**src/rtl/mtimer_pkg.sv**
```systemverilog
// Shared constants and helpers for the machine-timer bank: register word offsets,
// CTRL field positions and the byte-lane merge used by every writable register.
package mtimer_pkg;

  localparam logic [29:0] OFFSET_MTIME_LO = 30'd0;
  localparam logic [29:0] OFFSET_MTIME_HI = 30'd1;
  localparam logic [29:0] OFFSET_CTRL     = 30'd2;
  localparam logic [29:0] OFFSET_STATUS   = 30'd3;
  localparam logic [29:0] OFFSET_CMP_BASE = 30'd4;

  localparam int CTRL_ENABLE_BIT  = 0;
  localparam int CTRL_DIVISOR_LSB = 8;

  // Word offset of CMP_i_LO; CMP_i_HI sits one word above it.
  function automatic logic [29:0] cmp_offset(input int unsigned i);
    return OFFSET_CMP_BASE + 30'(2 * i);
  endfunction

  function automatic logic [31:0] merge_bytes(input logic [31:0] old_word,
                                              input logic [31:0] new_word,
                                              input logic [3:0]  sections);
    logic [31:0] result;
    result = old_word;
    for (int b = 0; b < 4; b++) begin
      if (sections[b]) result[8*b +: 8] = new_word[8*b +: 8];
    end
    return result;
  endfunction

endpackage

```
**src/rtl/mtimer_bank_if.sv**
```systemverilog
// Core data-bus port of the timer bank: one access per cycle, read data returns
// registered on the following cycle.
interface mtimer_bank_if;
  // Access protocol: the address is held for the access cycle; any non-zero
  // memory_write_sections makes it a write, zero makes it a read (or idle).
  // read_value/read_hit describe the previous cycle's address and need no handshake.
  logic [31:0] memory_address;
  logic [31:0] memory_write_value;
  logic [3:0]  memory_write_sections;
  logic [31:0] read_value;
  logic        read_hit;

  modport master (
    output memory_address, memory_write_value, memory_write_sections,
    input  read_value, read_hit
  );

  modport slave (
    input  memory_address, memory_write_value, memory_write_sections,
    output read_value, read_hit
  );
endinterface

```
**src/rtl/mtimer_comparator.sv**
```systemverilog
// One 64-bit byte-writable compare register (reset all-ones) with a registered
// unsigned mtime >= compare flag.
module mtimer_comparator
  import mtimer_pkg::*;
(
  input  logic        clk24,
  input  logic        reset,
  input  logic [3:0]  lo_sections,
  input  logic [3:0]  hi_sections,
  input  logic [31:0] write_value,
  input  logic [63:0] mtime,
  output logic [63:0] compare_value,
  output logic        pending
);

  always_ff @(posedge clk24) begin
    if (reset) begin
      compare_value <= '1;
      pending       <= 1'b0;
    end else begin
      compare_value <= {merge_bytes(compare_value[63:32], write_value, hi_sections),
                        merge_bytes(compare_value[31:0],  write_value, lo_sections)};
      // Compares the values held this cycle, so a new CMP takes effect one cycle later.
      pending       <= (mtime >= compare_value);
    end
  end

endmodule

```
**src/rtl/mtimer_bank.sv**
```systemverilog
// Memory-mapped machine timer: 64-bit mtime with prescaler, tear-free high-word
// snapshot, and NUM_COMPARATORS compare registers each driving a pending line.
module mtimer_bank
  import mtimer_pkg::*;
#(
  parameter int          NUM_COMPARATORS = 2,
  parameter logic [31:0] BASE_ADDRESS    = 32'h8000_0000,
  parameter int          PRESCALE_WIDTH  = 8
) (
  input  logic                       clk24,
  input  logic                       reset,
  mtimer_bank_if.slave               bus,
  output logic [NUM_COMPARATORS-1:0] interrupt_pending,
  output logic                       mip_mtip
);

  localparam logic [29:0] NUM_WORDS = 30'(OFFSET_CMP_BASE + 30'(2 * NUM_COMPARATORS));

  logic [29:0] offset;
  logic        hit;
  logic        write_any;
  logic        wr_lo, wr_hi, wr_ctrl, rd_lo, rd_hi;

  // Addresses below the base wrap to huge offsets and fall out of range.
  assign offset    = bus.memory_address[31:2] - BASE_ADDRESS[31:2];
  assign hit       = (offset < NUM_WORDS);
  assign write_any = |bus.memory_write_sections;
  assign wr_lo     = hit && write_any  && (offset == OFFSET_MTIME_LO);
  assign wr_hi     = hit && write_any  && (offset == OFFSET_MTIME_HI);
  assign wr_ctrl   = hit && write_any  && (offset == OFFSET_CTRL);
  assign rd_lo     = hit && !write_any && (offset == OFFSET_MTIME_LO);
  assign rd_hi     = hit && !write_any && (offset == OFFSET_MTIME_HI);

  logic [63:0]               mtime;
  logic [PRESCALE_WIDTH-1:0] prescale_count;
  logic [PRESCALE_WIDTH-1:0] divisor;
  logic                      enable;
  logic [31:0]               snapshot;
  logic                      snapshot_valid;
  logic [31:0]               ctrl_word;
  logic [31:0]               ctrl_written;
  logic                      tick;

  always_comb begin
    ctrl_word = '0;
    ctrl_word[CTRL_ENABLE_BIT] = enable;
    ctrl_word[CTRL_DIVISOR_LSB +: PRESCALE_WIDTH] = divisor;
  end

  assign ctrl_written = merge_bytes(ctrl_word, bus.memory_write_value, bus.memory_write_sections);
  assign tick         = enable && (prescale_count == divisor);

  always_ff @(posedge clk24) begin
    if (reset) begin
      mtime          <= '0;
      prescale_count <= '0;
      enable         <= 1'b1;
      divisor        <= '0;
      snapshot       <= '0;
      snapshot_valid <= 1'b0;
    end else begin
      // A software write to either half wins over the increment in that cycle.
      if (wr_lo) begin
        mtime[31:0] <= merge_bytes(mtime[31:0], bus.memory_write_value, bus.memory_write_sections);
      end else if (wr_hi) begin
        mtime[63:32] <= merge_bytes(mtime[63:32], bus.memory_write_value, bus.memory_write_sections);
      end else if (tick) begin
        mtime <= mtime + 64'd1;
      end

      if (wr_ctrl) begin
        prescale_count <= '0;
        enable         <= ctrl_written[CTRL_ENABLE_BIT];
        divisor        <= ctrl_written[CTRL_DIVISOR_LSB +: PRESCALE_WIDTH];
      end else if (enable) begin
        prescale_count <= tick ? '0 : prescale_count + PRESCALE_WIDTH'(1);
      end

      if (wr_lo || wr_hi || rd_hi) begin
        snapshot_valid <= 1'b0;
      end else if (rd_lo) begin
        snapshot       <= mtime[63:32];
        snapshot_valid <= 1'b1;
      end
    end
  end

  logic [63:0] compare_value [NUM_COMPARATORS];

  for (genvar i = 0; i < NUM_COMPARATORS; i++) begin : g_cmp
    logic [3:0] lo_sections;
    logic [3:0] hi_sections;

    assign lo_sections = (hit && offset == cmp_offset(i))
                         ? bus.memory_write_sections : 4'b0000;
    assign hi_sections = (hit && offset == cmp_offset(i) + 30'd1)
                         ? bus.memory_write_sections : 4'b0000;

    mtimer_comparator u_cmp (
      .clk24         (clk24),
      .reset         (reset),
      .lo_sections   (lo_sections),
      .hi_sections   (hi_sections),
      .write_value   (bus.memory_write_value),
      .mtime         (mtime),
      .compare_value (compare_value[i]),
      .pending       (interrupt_pending[i])
    );
  end

  logic [31:0] read_next;

  // Read data comes from pre-write register values, so a same-cycle write is not visible.
  always_comb begin
    read_next = '0;
    if (hit) begin
      if (offset == OFFSET_MTIME_LO) begin
        read_next = mtime[31:0];
      end else if (offset == OFFSET_MTIME_HI) begin
        read_next = snapshot_valid ? snapshot : mtime[63:32];
      end else if (offset == OFFSET_CTRL) begin
        read_next = ctrl_word;
      end else if (offset == OFFSET_STATUS) begin
        read_next[NUM_COMPARATORS-1:0] = interrupt_pending;
      end else begin
        for (int i = 0; i < NUM_COMPARATORS; i++) begin
          if (offset == cmp_offset(i))         read_next = compare_value[i][31:0];
          if (offset == cmp_offset(i) + 30'd1) read_next = compare_value[i][63:32];
        end
      end
    end
  end

  always_ff @(posedge clk24) begin
    if (reset) begin
      bus.read_value <= '0;
      bus.read_hit   <= 1'b0;
    end else begin
      bus.read_value <= read_next;
      bus.read_hit   <= hit;
    end
  end

  assign mip_mtip = |interrupt_pending;

  logic unused_bits;
  assign unused_bits = ^{bus.memory_address[1:0], ctrl_written};

endmodule

```
**src/flat_wrapper.sv**
```systemverilog
// flat-port wrapper written by rule: the top's interface ports become plain ports
module mtimer_bank_flat import mtimer_pkg::*;
#(
  parameter int          NUM_COMPARATORS = 2,
  parameter logic [31:0] BASE_ADDRESS    = 32'h8000_0000,
  parameter int          PRESCALE_WIDTH  = 8
)
  (clk24, reset, interrupt_pending, mip_mtip, bus_memory_address, bus_memory_write_value, bus_memory_write_sections, bus_read_value, bus_read_hit);
  mtimer_bank_if bus_i ();
  input  logic clk24;
  input  logic reset;
  output logic [NUM_COMPARATORS-1:0] interrupt_pending;
  output logic mip_mtip;
  input wire logic [$bits(bus_i.memory_address)-1:0] bus_memory_address;
  input wire logic [$bits(bus_i.memory_write_value)-1:0] bus_memory_write_value;
  input wire logic [$bits(bus_i.memory_write_sections)-1:0] bus_memory_write_sections;
  output wire logic [$bits(bus_i.read_value)-1:0] bus_read_value;
  output wire logic [$bits(bus_i.read_hit)-1:0] bus_read_hit;
  assign bus_i.memory_address = bus_memory_address;
  assign bus_i.memory_write_value = bus_memory_write_value;
  assign bus_i.memory_write_sections = bus_memory_write_sections;
  assign bus_read_value = bus_i.read_value;
  assign bus_read_hit = bus_i.read_hit;
  mtimer_bank #(.NUM_COMPARATORS(NUM_COMPARATORS), .BASE_ADDRESS(BASE_ADDRESS), .PRESCALE_WIDTH(PRESCALE_WIDTH)) u_core (.clk24(clk24), .reset(reset), .bus(bus_i), .interrupt_pending(interrupt_pending), .mip_mtip(mip_mtip));
endmodule
```
**config.mk**
```make
export PLATFORM = sky130hd
export DESIGN_NAME = mtimer_bank_flat
export DESIGN_NICKNAME = d
export VERILOG_FILES = /design/src/rtl/mtimer_pkg.sv /design/src/rtl/mtimer_bank_if.sv /design/src/rtl/mtimer_comparator.sv /design/src/rtl/mtimer_bank.sv /design/src/flat_wrapper.sv
export SDC_FILE = /design/constraint.sdc
export NUM_CORES = 1
export LEC_CHECK = 0
export BUFFER_PORTS_ARGS = -buffer_cell sky130_fd_sc_hd__buf_2
export CORE_ASPECT_RATIO = 0.9
export CORE_UTILIZATION = 35
export CTS_CLUSTER_DIAMETER = 100
export DETAILED_ROUTE_END_ITERATION = 12
export GPL_TIMING_DRIVEN = 0
export HOLD_SLACK_MARGIN = 0.03
export MAX_ROUTING_LAYER = met4
export PLACE_DENSITY = 0.57
export SLEW_MARGIN = 10
export SYNTH_ARGS = -nofsm -noshare
export SYNTH_HDL_FRONTEND = slang
export SYNTH_SLANG_ARGS = --single-unit
```
**constraint.sdc**
```tcl
create_clock -name clk24 -period 6.7 [get_ports clk24]
set_input_delay 0.67 -clock clk24 [delete_from_list [all_inputs] [get_ports clk24]]
set_output_delay 0.67 -clock clk24 [all_outputs]
set_load 0.02 [all_outputs]
```
==> summary.txt <==
Global route
  – Largest net degree at the start of global routing: 13
  – Initial antenna violation count: 3
  – Number of global-route vias before repair: 16300
  – GR Overflow Total: 0
  – First-pass GRT wire length: 111000 microns
  – Tot GR Track Use: 32.7%

Clocking
  – # hold bufs at CTS: 0
  – Post-CTS Resized: 0
  – Clock buffer depth: 3
  – Reg clk slew, reported paths: 60 ps
  – Worst skew pair latency: 560 ps
  – TritonCTS clock tree: done
  – CTS Buf Count: 35
  – Clk root buf: clkbuf_16
  – CTS H-tree lvls: 2
  – Post-CTS Setup Bufs: 0
  – CTS sink count: 277

STA
  – Final setup TNS: 0 ps
  – Clk_skew: 23.4 ps
  – Slew headroom: 14.9%
  – Hold_ws: 455 ps
  – Min Tclk post-route: 3600 ps
  – Max Clk Rate: 0.278 GHz
  – Slew @ Worst Pin: 1270 ps
  – Hold Violations, Final: 0
  – Slew Limit Fails: 0
  – Unrepaired setup endpoints after global routing: no
  – Final setup fails: 0
  – Crit share post-route: 53.8%
  – Final Worst Setup Slack: 3100 ps

Worst setup path
  – Crit-path leading delay family: simple AND/OR/NAND/NOR gates
  – Worst path most repeated cell: nor3_1
  – Crit Path Class: flop to flop
  – Crit-path cells: ha_1 > nand3_2 > nor4_1 > nand3_1 > nor3_1 > a41o_1 > a21oi_1 > nor3_1
  – CP max-delay cell: nor4_1
  – CP Data Arrival Time: 4050 ps
  – Biggest cell delay along the critical path: 830 ps
  – Worst path bufs/invs: 0
  – Worst Setup Start Kind: flop
  – Worst setup EP type: flop
  – Critical Path Fanout Max: 8
  – Req. time, crit path: 7150 ps

Routing
  – Drt initial violations: 2500
  – Drt via density: 6.19
  – TritonRoute pass-1 iters: 10
  – Routed via count: 17400
  – Antenna viol nets, final: 0
  – DR WL/cell: 27.7 microns
  – DR DRC count: 0
  – Routed WL: 77800 microns

Cells and area
  – Layout cell share with drive strength beyond 1: 12.8%
  – Final std cells w/o fill: 2811
  – Nets: 2369
  – Area Growth Syn to Fin: 14.9%
  – Layout fillers: 4768

Flow run
  – Max Cap Viol: 0

Yosys
  – Sequential element share of the synthesized area: 33.3%
  – Top-area cell type share of the netlist area: 33.3%
  – Top cells by area in the synthesized netlist: dfxtp_1 (33%), ha_1 (9.8%), a211o_1 (6.0%)
  – Mapped Area: 16700 sq um
  – Warnings from Yosys: 0
  – Synth Instances: 2028
  – Mapped Nets: 2228
  – Top FF cell, synth: dfxtp_1
  – Flops & latches, synth: 277
  – EDFF count, synth: 0
  – Post-synth top area cell: dfxtp_1
  – Syn Area/Cell: 8.22 sq um
  – Synth async-reset ratio: 0%
  – Distinct cells, synth: 86

Floorplanning
  – Core ar.: 46800 sq um
  – Die Width: 232 microns
  – Row count: 75
  – Die H: 209 microns
  – Initial Util: 35.6%
  – Die area: 48500 sq um
  – Top Ports: 106

Run status
  – Status: completed

Pwr
  – PwrDens: 197 nW/um^2
  – Leak: 8.70 nW
  – Max IR drop VDD: 0.147 mV

Placed design
  – Buffers on Ports: 102
  – Cell total after placement: 2748
  – Hpwl dp: 57700 microns
  – Post-placement worst setup slack: 2930 ps
  – Routability congestion estimate: 1.02

Worst hold path
  – Worst hold path type: flop to flop
-- stage by stage --
stage / instance area [sq um] / power, mW / utilization (%)
floorplan: 16700 / 1.73 / -
global placement: 17900 / 1.84 / 38.3
detailed placement: 18000 / 1.84 / 38.4
CTS: 19100 / 3.78 / 40.9
global route: 19100 / 3.85 / 40.9
finish: 19100 / 3.76 / 40.9
-- registers in the layout, summed over array words and instances, names as in the netlist --
name                              flops
u_core.g_cmp.u_cmp.compare_value    128
u_core.mtime                         64
u_core.bus.read_value                32
u_core.snapshot                      32
u_core.divisor                        8
u_core.prescale_count                 8
u_core.g_cmp.u_cmp.pending            2
u_core.bus.read_hit                   1
u_core.enable                         1
u_core.snapshot_valid                 1
-- area by class of cell --
type,instances,area (sq um),area share [%]
clock buffers,54,1100,5.75
inverters,136,510,2.67
flip-flops and latches,277,5550,29.0
multi-input cells,1484,10000,52.2
well taps,616,771,4.03
repair buffers,104,528,2.76
plain buffers,131,622,3.25
clock inverters,7,63.8,0.333
diodes,2,5.00,0.0261
-- worst paths after layout --
check	from	endpoint	slack [ps]	cells after the start
worst max-delay path	u_core.mtime[1]	u_core.mtime[34]	3100	8
worst min-delay path	u_core.snapshot[26]	u_core.snapshot[26]	460	2
worst max register to register	u_core.mtime[1]	u_core.mtime[34]	3100	8
worst min register to register	u_core.snapshot[26]	u_core.snapshot[26]	460	2
-- worst reg2reg max path, delay by kind of cell (launching register included) --
kind | cells | cell delay [ps]
AND/OR/NAND/NOR | 5 | 2340
flip-flops | 1 | 560
AO/OA/AOI/OAI | 2 | 330
adder cells (fa/ha/maj) | 1 | 290
-- cell usage after synthesis (all sizes together) (4+ instances only) --
cell     instances
and4             8
nand2          199
a211o          115
mux2            15
a222oi          28
xnor2           11
o21a             6
o21bai          13
nor2           183
and2            24
o221a           11
nand2b           9
o21ai          117
a21oi          156
or3             10
a211oi          29
nand3b          11
a21o            27
nand3           52
nor2b            4
xor2             4
a22oi            4
buf             57
o221ai           9
clkbuf          74
nor4            31
ha             130
o31ai           13
or4             12
nor3            31
mux2i           31
and3            55
a221oi           6
nand4           40
a31oi           25
inv            136
nand4b           6
o211ai          15
dfxtp          277
a2111oi          5
-- placed cells by master, fill, tap and decap left out, types with 11 or more instances in the layout --
cell / netlist / routed
a211o_1: 115 / 115
a211oi_1: 29 / 29
a21o_1: 26 / 26
a21oi_1: 152 / 152
a222oi_1: 28 / 28
a31oi_1: 24 / 24
and2_1: 21 / 21
and3_1: 55 / 55
buf_2: 35 / 137
buf_4: 13 / 14
clkbuf_1: 74 / 80
clkbuf_16: 0 / 37
clkbuf_8: 0 / 11
dfxtp_1: 277 / 277
ha_1: 130 / 130
inv_1: 136 / 136
mux2_2: 15 / 15
mux2i_1: 31 / 31
nand2_1: 199 / 199
nand3_1: 48 / 48
nand3b_1: 11 / 11
nand4_1: 38 / 38
nor2_1: 183 / 183
nor3_1: 25 / 24
nor4_1: 23 / 22
o211ai_1: 15 / 15
o21ai_0: 113 / 113
o21bai_1: 13 / 13
o221a_2: 11 / 11
o31ai_1: 13 / 13
or4_1: 11 / 11
xnor2_1: 11 / 11
-- cell families (layout without fill, tap and decap cells) --
| group | count (synthesis) | in the layout | share of synthesized area (%) |
|---|---|---|---|
| xor+xnor | 15 | 15 | 0.788 |
| buf+inv | 267 | 432 | 6.80 |
| fa+ha+maj | 130 | 130 | 9.76 |
| simple gates | 683 | 683 | 20.9 |
| other cells | 0 | 2 | 0 |
| mux | 48 | 48 | 3.15 |
| compound gates | 608 | 608 | 25.3 |
| flops | 277 | 277 | 33.3 |
-- where the power goes --
| group | internal (mW) | switching (mW) | leakage, nW | total, mW |
|---|---|---|---|---|
| sequential | 1.65 | 0.00453 | 2.24 | 1.65 |
| clock | 1.17 | 0.790 | 0.580 | 1.96 |
| combinational | 0.0328 | 0.124 | 5.88 | 0.156 |
-- routing by layer --
metal  global-route usage [%]  wire (microns)  up-vias
met2                     46.9           33000     1056
met3                     7.90            8390      205
met1                     43.3           32900     8396
met5                        -               0        -
met4                     14.2            3530        0
li1                         -               -     7756
Note: power is estimated with default switching activity, not from simulation.
